`src/rtl/lockout_pkg.sv`:
```
// lockout_pkg: shared types and constants for the lockout controller.
//   - state_t       : controller states
//   - STAT_*        : one-hot status_out codes, one per state
//   - VF_ST_*       : verifier status codes plus decode helpers, so the
//                     verifier status -> vf_done/vf_error mapping lives here
//   - SW_W          : width of the board switch bus
package lockout_pkg;

    localparam int SW_W = 10;

    typedef enum logic [1:0] {
        ST_CLEAR,
        ST_ARMED,
        ST_OPEN,
        ST_LOCKED
    } state_t;

    localparam logic [3:0] STAT_CLEAR  = 4'b1000;
    localparam logic [3:0] STAT_ARMED  = 4'b0001;
    localparam logic [3:0] STAT_OPEN   = 4'b0010;
    localparam logic [3:0] STAT_LOCKED = 4'b0100;

    // Verifier-side status codes (its own one-hot status_out).
    localparam logic [3:0] VF_ST_IDLE  = 4'b0001;
    localparam logic [3:0] VF_ST_ENTRY = 4'b0010;
    localparam logic [3:0] VF_ST_DONE  = 4'b0100;
    localparam logic [3:0] VF_ST_ERROR = 4'b1000;

    function automatic logic vf_is_done(input logic [3:0] vf_status);
        return vf_status == VF_ST_DONE;
    endfunction

    function automatic logic vf_is_error(input logic [3:0] vf_status);
        return vf_status == VF_ST_ERROR;
    endfunction

endpackage

```
`src/rtl/lockout_ctrl_if.sv`:
```
// lockout_ctrl_if: link between the lockout controller and the verifier.
//   vf_sw    : gated switches toward the verifier
//   vf_clear : synchronous return-to-idle for the verifier
//   vf_en    : verifier input enable
//   vf_done  : verifier reached its done state (level)
//   vf_error : verifier reached its error state (level)
// modport master = controller side, slave = verifier side.
interface lockout_ctrl_if;
    import lockout_pkg::*;

    logic [SW_W-1:0] vf_sw;
    logic            vf_clear;
    logic            vf_en;
    logic            vf_done;
    logic            vf_error;

    modport master (
        output vf_sw, vf_clear, vf_en,
        input  vf_done, vf_error
    );

    modport slave (
        input  vf_sw, vf_clear, vf_en,
        output vf_done, vf_error
    );
endinterface

```
`src/rtl/lockout_ctrl_down_timer.sv`:
```
// down_timer: loadable countdown shared by the OPEN and LOCKED states.
//   clk, rst : clock, asynchronous active-high reset (count -> 0)
//   load     : load load_val (wins over en)
//   load_val : value to load
//   en       : decrement by one, stopping at zero
//   zero     : count is zero
module down_timer #(
    parameter int W = 8
) (
    input  logic         clk,
    input  logic         rst,
    input  logic         load,
    input  logic [W-1:0] load_val,
    input  logic         en,
    output logic         zero
);
    logic [W-1:0] count;

    always_ff @(posedge clk or posedge rst) begin
        if (rst) begin
            count <= '0;
        end else if (load) begin
            count <= load_val;
        end else if (en && (count != '0)) begin
            count <= count - W'(1);
        end
    end

    assign zero = (count == '0);
endmodule

```
`src/rtl/lockout_ctrl.sv`:
```
// lockout_ctrl: sequences a password verifier. Restarts it after every
// attempt, counts consecutive failures, locks it out for LOCK_CYCLES after
// MAX_FAILS failures, and holds `unlocked` for OPEN_CYCLES after a success.
//   clk, rst   : clock, asynchronous active-high reset
//   sw_in      : raw board switches
//   relock     : early exit from OPEN
//   vf         : verifier link (gated switches, clear, enable, done/error)
//   unlocked   : access granted (OPEN)
//   locked     : lockout active (LOCKED)
//   fail_cnt   : consecutive failures so far
//   status_out : one-hot state code
module lockout_ctrl
    import lockout_pkg::*;
#(
    parameter int MAX_FAILS   = 3,
    parameter int OPEN_CYCLES = 100,
    parameter int LOCK_CYCLES = 1000
) (
    input  logic                           clk,
    input  logic                           rst,
    input  logic [SW_W-1:0]                sw_in,
    input  logic                           relock,
    lockout_ctrl_if.master                 vf,
    output logic                           unlocked,
    output logic                           locked,
    output logic [$clog2(MAX_FAILS+1)-1:0] fail_cnt,
    output logic [3:0]                     status_out
);
    localparam int TMR_MAX = (OPEN_CYCLES > LOCK_CYCLES) ? OPEN_CYCLES : LOCK_CYCLES;
    localparam int TMR_W   = $clog2(TMR_MAX + 1);
    localparam int FCNT_W  = $clog2(MAX_FAILS + 1);

    localparam logic [FCNT_W-1:0] FAIL_LIMIT = FCNT_W'(MAX_FAILS);

    state_t            state, state_nxt;
    logic [FCNT_W-1:0] fail_nxt;
    logic [FCNT_W-1:0] fail_inc;
    logic              tmr_load;
    logic [TMR_W-1:0]  tmr_val;
    logic              tmr_en;
    logic              tmr_zero;

    down_timer #(.W(TMR_W)) u_timer (
        .clk      (clk),
        .rst      (rst),
        .load     (tmr_load),
        .load_val (tmr_val),
        .en       (tmr_en),
        .zero     (tmr_zero)
    );

    always_ff @(posedge clk or posedge rst) begin
        if (rst) begin
            state    <= ST_CLEAR;
            fail_cnt <= '0;
        end else begin
            state    <= state_nxt;
            fail_cnt <= fail_nxt;
        end
    end

    // Saturating increment; the counter never wraps past MAX_FAILS.
    assign fail_inc = (fail_cnt == FAIL_LIMIT) ? fail_cnt : fail_cnt + FCNT_W'(1);

    always_comb begin
        state_nxt = state;
        fail_nxt  = fail_cnt;
        tmr_load  = 1'b0;
        tmr_val   = '0;
        tmr_en    = 1'b0;
        unique case (state)
            ST_CLEAR: begin
                state_nxt = ST_ARMED;
            end
            ST_ARMED: begin
                // error takes precedence over done
                if (vf.vf_error) begin
                    fail_nxt = fail_inc;
                    if (fail_inc == FAIL_LIMIT) begin
                        state_nxt = ST_LOCKED;
                        tmr_load  = 1'b1;
                        tmr_val   = TMR_W'(LOCK_CYCLES - 1);
                    end else begin
                        state_nxt = ST_CLEAR;
                    end
                end else if (vf.vf_done) begin
                    fail_nxt  = '0;
                    state_nxt = ST_OPEN;
                    tmr_load  = 1'b1;
                    tmr_val   = TMR_W'(OPEN_CYCLES - 1);
                end
            end
            ST_OPEN: begin
                tmr_en = 1'b1;
                if (tmr_zero || relock) begin
                    state_nxt = ST_CLEAR;
                end
            end
            ST_LOCKED: begin
                tmr_en = 1'b1;
                if (tmr_zero) begin
                    fail_nxt  = '0;
                    state_nxt = ST_CLEAR;
                end
            end
        endcase
    end

    always_comb begin
        status_out = STAT_CLEAR;
        unique case (state)
            ST_CLEAR:  status_out = STAT_CLEAR;
            ST_ARMED:  status_out = STAT_ARMED;
            ST_OPEN:   status_out = STAT_OPEN;
            ST_LOCKED: status_out = STAT_LOCKED;
        endcase
    end

    assign vf.vf_clear = (state == ST_CLEAR);
    assign vf.vf_en    = (state == ST_ARMED);
    assign vf.vf_sw    = vf.vf_en ? sw_in : '0;
    assign unlocked    = (state == ST_OPEN);
    assign locked      = (state == ST_LOCKED);
endmodule

```
`src/flat_wrapper.sv`:
```
// flat-port wrapper written by rule: the top's interface ports become plain ports
module lockout_ctrl_flat import lockout_pkg::*;
#(
    parameter int MAX_FAILS   = 3,
    parameter int OPEN_CYCLES = 100,
    parameter int LOCK_CYCLES = 1000
)
  (clk, rst, sw_in, relock, unlocked, locked, fail_cnt, status_out, vf_vf_sw, vf_vf_clear, vf_vf_en, vf_vf_done, vf_vf_error);
  lockout_ctrl_if vf_i ();
  input  logic clk;
  input  logic rst;
  input  logic [SW_W-1:0] sw_in;
  input  logic relock;
  output logic unlocked;
  output logic locked;
  output logic [$clog2(MAX_FAILS+1)-1:0] fail_cnt;
  output logic [3:0] status_out;
  output wire logic [$bits(vf_i.vf_sw)-1:0] vf_vf_sw;
  output wire logic [$bits(vf_i.vf_clear)-1:0] vf_vf_clear;
  output wire logic [$bits(vf_i.vf_en)-1:0] vf_vf_en;
  input wire logic [$bits(vf_i.vf_done)-1:0] vf_vf_done;
  input wire logic [$bits(vf_i.vf_error)-1:0] vf_vf_error;
  assign vf_vf_sw = vf_i.vf_sw;
  assign vf_vf_clear = vf_i.vf_clear;
  assign vf_vf_en = vf_i.vf_en;
  assign vf_i.vf_done = vf_vf_done;
  assign vf_i.vf_error = vf_vf_error;
  lockout_ctrl #(.MAX_FAILS(MAX_FAILS), .OPEN_CYCLES(OPEN_CYCLES), .LOCK_CYCLES(LOCK_CYCLES)) u_core (.clk(clk), .rst(rst), .sw_in(sw_in), .relock(relock), .vf(vf_i), .unlocked(unlocked), .locked(locked), .fail_cnt(fail_cnt), .status_out(status_out));
endmodule
```
`config.mk`:
```
export PLATFORM = sky130hd
export DESIGN_NAME = lockout_ctrl_flat
export DESIGN_NICKNAME = d
export VERILOG_FILES = /design/src/rtl/lockout_pkg.sv /design/src/rtl/lockout_ctrl_if.sv /design/src/rtl/lockout_ctrl_down_timer.sv /design/src/rtl/lockout_ctrl.sv /design/src/flat_wrapper.sv
export SDC_FILE = /design/constraint.sdc
export NUM_CORES = 1
export LEC_CHECK = 0
export ABC_AREA = 0
export CAP_MARGIN = 20
export CORE_MARGIN = 2
export CORE_UTILIZATION = 35
export CTS_BUF_LIST = sky130_fd_sc_hd__clkbuf_16
export CTS_CLUSTER_DIAMETER = 120
export CTS_CLUSTER_SIZE = 28
export DETAILED_ROUTE_END_ITERATION = 8
export PLACE_DENSITY = 0.72
export SLEW_MARGIN = 25
export SYNTH_ARGS = -nofsm -noshare
export SYNTH_HDL_FRONTEND = slang
export SYNTH_SLANG_ARGS = --single-unit
```
`constraint.sdc`:
```
create_clock -name clk -period 3.4 [get_ports clk]
set_input_delay 0.85 -clock clk [delete_from_list [all_inputs] [get_ports clk]]
set_output_delay 0.85 -clock clk [all_outputs]
set_load 0.005 [all_outputs]
```
Word-level counts from Yosys, hierarchy flattened
Index checks and enable logic that the tools add are counted.

storage, ports and cells
  logic and storage cells = 46
  output and inout port bits = 20
  register bits = 14

cells by class
  reductions and logical operators = 10
  muxes and demuxes = 23
  $add $sub $neg = 2
  eq/ne operators = 8

operators by type and width
  operator                                                               count
  10-bit 2-to-1 mux                                                      6
  2-bit 2-to-1 mux                                                       8
  4-bit one-hot mux with 4 select lines                                  1
  10-bit logical NOT                                                     1
  10-bit nonzero test                                                    1
  10-bit by 1-bit subtractor with 10-bit output (second input constant)  1
  2-bit == test (second input constant)                                  4
  2-bit one-hot mux with 4 select lines                                  1
  7-bit 2-to-1 mux                                                       1
  3-bit AND reduction                                                    2
  1-bit 2-to-1 mux                                                       5
  2-bit by 1-bit != test with 1-bit output (second input constant)       2
  2-bit one-hot mux with 2 select lines                                  1
  2-bit nonzero test                                                     2
  3-bit != test (second input constant)                                  1
  2-bit by 1-bit adder with 2-bit output (second input constant)         1
  2-bit by 1-bit == test with 1-bit output (second input constant)       1
  2-bit logical NOT                                                      1
  2-bit OR reduction                                                     1
  1-bit logical AND                                                      1
  1-bit logical OR                                                       1

Depth between registers and ports, before layout
Gate-level depths: netlist (run 1).

  depth after elaboration = 7
  mapped depth = 6
  depth with buffers taken out = 6

Cells and area by module
A second synthesis (run 1) with hierarchy kept.

unflattened totals
  cell total of the unflattened synthesis = 116
  area total of the unflattened synthesis = 1028.5 sq um

modules (own cells, without submodules)
  module        cells each  times used  area an instance (sq um)  sequential area each (sq um)
  down_timer    69          1           655.6                     250.2
  lockout_ctrl  47          1           372.9                     100.1

Worst setup path after synthesis (run 1)
No wires, ideal clock.

  path type = register -> register
  start point = register u_core.u_timer.count[0]
  end point = register u_core.u_timer.count[9]
  arrival time = 1.892 ns
  slack = 1.382 ns
  path buffers = 0
  cell stages (with the launch flop) = 7
  required time = 3.274 ns
  clock period less this slack = 2.018 ns
  cell sequence = dfrtp_1 inv_1 ha_1 or4b_2 o31ai_4 nor2_1 o311a_1

between the ends
  cells in the longest elaborated chain, start to end = 3
  elaborated cells on any way between the ends = 6
  those cells by class = 1 x add/sub; 2 x mux; 3 x reduce/logical

ends and longest elaborated chain
  element                                                                                      RTL line                                                      text
  start, declared                                                                              lockout_ctrl_down_timer.sv:17                                 logic [W-1:0] count;
  start signal, assigned                                                                       lockout_ctrl_down_timer.sv:23                                 count <= load_val;
  start signal, assigned                                                                       lockout_ctrl_down_timer.sv:25                                 count <= count - W'(1);
  10-bit by 1-bit subtractor with 10-bit output / 10-bit nonzero test (equally long branches)  lockout_ctrl_down_timer.sv:25, lockout_ctrl_down_timer.sv:24
  10-bit 2-to-1 mux / 1-bit logical AND (equally long branches)                                lockout_ctrl_down_timer.sv:24                                 end else if (en && (count != '0)) begin
  10-bit 2-to-1 mux / 2-bit nonzero test (equally long branches)                               --

Parallel ways exist; a longest one is shown, timed or not. The select of a mux whose other input is x is not followed.
A chain may end at the register's enable or synchronous reset.

Worst setup path in the final report (run 1)
  start point = register u_core.state[1]
  end point = output vf_vf_sw[5]

between the ends
  cells in the longest elaborated chain, start to end = 2

ends and longest elaborated chain
  element                                   RTL line             text
  start, declared                           lockout_ctrl.sv:35   state_t state, state_nxt;
  start signal, assigned                    lockout_ctrl.sv:57   state <= state_nxt;
  2-bit by 1-bit == test with 1-bit output  lockout_ctrl.sv:120  assign vf.vf_en = (state == ST_ARMED);
  10-bit 2-to-1 mux                         lockout_ctrl.sv:121  assign vf.vf_sw = vf.vf_en ? sw_in : '0;
  end, declared                             flat_wrapper.sv:18   output wire logic [$bits(vf_i.vf_sw)-1:0] vf_vf_sw;

No other way between the ends.

==> results_dict.tcl, run 1 <==
set metrics [dict create \
    hold_viol_final 0 \
    avgSynthCellArea_sq_um 8.76 \
    postCtsSetupRepairBufs 0 \
    grt_pass1_wl_mm 3.67 \
    seq_area_frac_synth 0.385 \
    fmax_mhz 347 \
    pre_cts_ws_ns 0.617 \
    finalPower_w 0.00112 \
    setup_viol 0 \
    gr-total-overflow 0 \
    diodes 0 \
    synth_cell_types 32 \
    clock_latency_ns 0.24 \
    crit_path_end_kind "output pin" \
    yosys.area.top_type "dfrtp_1" \
    drtIter0Drc 18 \
    die_area_sq_mm 0.00303 \
    max_stage_delay_ns 0.54 \
    maxCapViolCount 0 \
    slew_headroom 0.608 \
    yosysTopAreaCellShare 0.385 \
    wirelength_mm 2.23 \
    finalMaxSlewViolations 0 \
    status "complete, no violations" \
    final_cell_area_sq_mm 0.00133 \
    vdd_drop_max_uv 451 \
    skew_ns 0.00624 \
    grt_use_total 0.168 \
    cts_tree "done" \
    place_congestion 0.740 \
    cts_sinks 14 \
    die_width_um 55.0 \
    fin_ws_ns 0.517 \
    ys_top_cells_by_area "dfrtp_1 (38%), and2_1 (7.6%), o211ai_1 (4.1%)" \
    cp.arrival_ns 2.03 \
    dpl_cell_area_sq_mm 0.00125 \
    path_class "register to output pin" \
    crit_fanout 15 \
    worstMarginPinSlew_ns 0.588 \
    die_h_um 55.0 \
    cpMaxStageDelayCell "dfrtp_1" \
    antenna_found_initial 0 \
    portBuffers 34 \
    power-per-cell-area_mw_per_mm2 840 \
    netlist_area_sq_um 911 \
    fin_crit_ns 2.88 \
    via_count 891 \
    cp_cell_sequence "nand2b_1 > inv_1 > and2_1 > clkdlybuf4s50_1" \
    cts_made_buffers 3 \
    fillers 233 \
    syn_inst 104 \
    area_growth_pct 46.3 \
    post_drt_wl_per_cell_um 13.4 \
    yosys_warnings 0 \
    p_leak_nw 0.533 \
    drc_errors 0 \
    dp_hpwl_mm 1.70 \
    final_nets 153 \
    antenna_left 0 \
    first_global_vias 849 \
    path_clk_slew_ns 0.05 \
    drive_gt1_frac 0.0515 \
    initial_core_util 0.368 \
    setup_tns_ns 0 \
    cts.repair.resized 0 \
    rsz0062_at_grt "no" \
    hp-class "register to register" \
    synth_nets 120 \
    placementRows 18 \
    synth_seq_cells 14 \
    period_share 0.848 \
    grt_max_degree 16 \
    ctsHtreeMaxLevel 1 \
    ios 35 \
    clock-root-buffer "clkbuf_16" \
    first_pass_iters 4 \
    coreArea_sq_mm 0.00248 \
    critPathRequiredTime_ns 2.55 \
    cts_buffer_depth 2 \
    avgViaCountPerCell 5.37 \
    cts_hold_repair.buffers 0 \
    start_kind "register" \
]
## synth_stat cells (all sizes together)
cell	count
or4b	1
buf	4
inv	8
nor2b	3
nand2	4
o31ai	3
o311a	1
or4	2
a21o	2
o21ba	1
a32oi	1
or3	4
nor2	9
nand2b	3
o22ai	1
nand3	3
o21ai	7
o211ai	5
nor4	2
mux2i	3
a21oi	4
nor3	1
nor3b	2
ha	1
o2bb2ai	1
clkbuf	2
and2	11
dfrtp	14
a22o	1
## power breakdown
group | switching, W | leakage, nW | internal, W
Sequential | 0.000109 | 0.159 | 0.000244
Combinational | 0.000226 | 0.336 | 0.000316
Clock | 0.0000682 | 0.0385 | 0.000156
Total | 0.000404 | 0.533 | 0.000716
## registers in the layout, summed over array words and instances, names as in the netlist
signal                count
u_core.fail_cnt           2
u_core.u_timer.count     10
u_core.state              2
## cell usage in the layout, fill, tap and decap left out, drive strengths merged, types with 4 or more instances in the layout
master	count
clkdlybuf4s50	34
dfrtp	14
and2	11
nor2	9
inv	8
o21ai	7
o211ai	5
a21oi	4
nand2	4
or3	4
## worst max-delay path: cells and delay by family (launching register included)
kind	cells	cell delay, ns
buffers and inverters	2	0.79
DFF	1	0.54
and+or+nand+nor	2	0.45
## kinds of logic after synthesis
group | Yosys count | synth area share
compound gates | 27 | 0.216
fa+ha+maj | 1 | 0.0137
buf+inv | 14 | 0.0714
flops | 14 | 0.385
mux | 3 | 0.0330
simple gates | 45 | 0.282
## metal layers
metal | part of all wire | GRT usage
met5 | 0 | 0
met4 | 0.010 | 0.0610
met3 | 0.056 | 0.0349
met2 | 0.49 | 0.294
met1 | 0.44 | 0.202
## cell type report
cell class	count	area [sq um]	area share
Timing Repair Buffer	34	340	0.255
Multi-Input combinational cell	76	495	0.372
Tap cell	30	37.5	0.0282
Clock buffer	3	75.1	0.0563
Sequential cell	14	350	0.263
Clock inverter	1	3.75	0.00282
Inverter	8	30.0	0.0225
## stage by stage
step / util / hold slack [ns] / cells
6_report: 0.538 / 0.476 / 166
5_1_grt: 0.538 / 0.499 / 166
4_1_cts: 0.538 / 0.474 / 166
3_5_place_dp: 0.506 / 0.467 / 162
3_3_place_gp: 0.506 / 0.461 / 162
2_1_floorplan: - / 0.441 / 104
## path summary, 6_finish.rpt
check | start | to | slack, ns | cells past startpoint
min reg2reg | u_core.u_timer.count[6]$_DFFE_PP0P_ | u_core.u_timer.count[6]$_DFFE_PP0P_ | 0.48 | 1
max | u_core.state[1]$_DFFE_PP0P_ | vf_vf_sw[5] | 0.52 | 4
max reg2reg | u_core.u_timer.count[0]$_DFFE_PP0P_ | u_core.u_timer.count[9]$_DFFE_PP0P_ | 1.17 | 6
min in group asynchronous | rst | u_core.state[1]$_DFFE_PP0P_ | 0.96 | 2
min | u_core.u_timer.count[6]$_DFFE_PP0P_ | u_core.u_timer.count[6]$_DFFE_PP0P_ | 0.48 | 1
max in group asynchronous | rst | u_core.u_timer.count[4]$_DFFE_PP0P_ | 2.06 | 2
Power figures use the tool's default switching activity.
==> inputs of run 2 (changes only) <==
--- a/config.mk
+++ b/config.mk
@@ -13,7 +13,7 @@
 export CTS_CLUSTER_DIAMETER = 120
 export CTS_CLUSTER_SIZE = 28
 export DETAILED_ROUTE_END_ITERATION = 8
-export PLACE_DENSITY = 0.72
+export PLACE_DENSITY = 0.75
 export SLEW_MARGIN = 25
 export SYNTH_ARGS = -nofsm -noshare
 export SYNTH_HDL_FRONTEND = slang
==> constraint.sdc (replaced) <==
create_clock -name clk -period 2.6 [get_ports clk]
set_input_delay 0.65 -clock clk [delete_from_list [all_inputs] [get_ports clk]]
set_output_delay 0.65 -clock clk [all_outputs]
set_load 0.005 [all_outputs]
==> results_dict.tcl, run 2 (same netlist as run 1, synthesis figures left out) <==
set metrics [dict create \
    placementRows 18 \
    clock-root-buffer "clkbuf_16" \
    die_h_um 55.0 \
    clock_latency_ns 0.25 \
    skew_ns 0.00350 \
    path_clk_slew_ns 0.05 \
    postCtsSetupRepairBufs 0 \
    hold_viol_final 0 \
    setup_tns_ns 0 \
    place_congestion 0.884 \
    finalPower_w 0.00150 \
    vdd_drop_max_uv 611 \
    area_growth_pct 49.6 \
    maxCapViolCount 0 \
    p_leak_nw 0.553 \
    critPathRequiredTime_ns 1.95 \
    top_regs "u_core.u_timer.count (10), u_core.fail_cnt (2), u_core.state (2)" \
    cts_made_buffers 3 \
    dp_hpwl_mm 1.70 \
    start_kind "register" \
    first_global_vias 886 \
    fmax_mhz 414 \
    setup_viol 0 \
    cp_cell_sequence "nand2b_1 > inv_1 > and2_1 > clkdlybuf4s50_1" \
    dpl_cell_area_sq_mm 0.00128 \
    final_nets 157 \
    gr-total-overflow 0 \
    cts_hold_repair.buffers 0 \
    power-per-cell-area_mw_per_mm2 1100 \
    antenna_left 0 \
    cp.arrival_ns 1.76 \
    largest_register_ffs 10 \
    drive_gt1_frac 0.0786 \
    finalMaxSlewViolations 0 \
    drtIter0Drc 14 \
    fin_crit_ns 2.41 \
    regMostFlops "u_core.u_timer.count" \
    final_cells 170 \
    avgViaCountPerCell 5.35 \
    wirelength_mm 2.36 \
    hp-start "u_core.u_timer.count[6]$_DFFE_PP0P_" \
    startpoint "u_core.state[1]$_DFFE_PP0P_" \
    grt_use_total 0.180 \
    diodes 0 \
    antenna_found_initial 0 \
    ios 35 \
    via_count 909 \
    drc_errors 0 \
    r2r_start "u_core.u_timer.count[0]$_DFFE_PP0P_" \
    path_class "register to output pin" \
    ctsHtreeMaxLevel 1 \
    final_common_cell "clkdlybuf4s50_1" \
    cts_tree "done" \
    rsz0062_at_grt "no" \
    mostFrequentLayoutCells "clkdlybuf4s50_1 (34), dfrtp_1 (14), and2_1 (11)" \
    cts_sinks 14 \
    hold_depth 1 \
    post-place-cells 166 \
    r2r_cells 6 \
    crit_fanout 15 \
    worst-r2r-setup-slack_ns 0.40 \
    worstMarginPinSlew_ns 0.541 \
    hp-class "register to register" \
    crit_path_end_kind "output pin" \
    portBuffers 34 \
    cts.repair.resized 0 \
    die_width_um 55.0 \
    die_area_sq_mm 0.00303 \
    slew_headroom 0.639 \
    grt_pass1_wl_mm 3.80 \
    cts_buffer_depth 2 \
    grt_max_degree 16 \
    status "complete, no violations" \
    period_share 0.928 \
    initial_core_util 0.368 \
    max_stage_delay_ns 0.50 \
    post_drt_wl_per_cell_um 13.9 \
    final_cell_area_sq_mm 0.00136 \
    first_pass_iters 4 \
    cpMaxStageDelayCell "clkdlybuf4s50_1" \
    coreArea_sq_mm 0.00248 \
]
==> run 2: cell count changes in the layout (fill, tap and decap cells not counted), sizes merged <==
cell  change
buf       +4
==> run 2: worst paths after layout <==
| check | endpoint |
|---|---|
| worst max-delay path | vf_vf_sw[8] |
| worst min-delay path | u_core.u_timer.count[6]$_DFFE_PP0P_ |
| worst max register to register | u_core.u_timer.count[9]$_DFFE_PP0P_ |
| worst min register to register | u_core.u_timer.count[6]$_DFFE_PP0P_ |
| max in group asynchronous | u_core.u_timer.count[8]$_DFFE_PP0P_ |
| min in group asynchronous | u_core.u_timer.count[5]$_DFFE_PP0P_ |
==> run 2: metal layers <==
metal,global-route usage,up-vias,part of all wire,wire (um)
met5,0,-,0,0
met4,0.0772,0,0.017,41
met3,0.0511,4,0.074,174
met2,0.310,41,0.50,1190
met1,0.208,422,0.41,960
li1,-,442,-,-
==> run 2: cell type report <==
cell class	instances	area [sq um]
inverter	8	30.0
clock buffer	3	75.1
fill	235	1110
multi-input combinational	76	495
timing repair buffer	38	370
clock inverter	1	3.75
tap	30	37.5
sequential	14	350
==> run 2: power by group <==
group	internal [W]	switching (W)	total, W
Clock	0.000204	0.0000917	0.000295
Sequential	0.000320	0.000104	0.000424
Combinational	0.000441	0.000343	0.000784
==> run 2: metrics by stage <==
stage | setup slack [ns] | hold WS (ns) | util
6_report | 0.186 | 0.476 | 0.550
5_1_grt | 0.0574 | 0.508 | 0.550
4_1_cts | 0.164 | 0.485 | 0.550
3_5_place_dp | 0.218 | 0.478 | 0.518
3_3_place_gp | 0.218 | 0.457 | 0.518
2_1_floorplan | 0.583 | 0.441 | -
==> run 2: worst max-delay path, delay by kind of cell (launching register included) <==
kind | cells | cell delay (ns)
buf+inv | 2 | 0.78
simple gates | 2 | 0.37
flops | 1 | 0.36
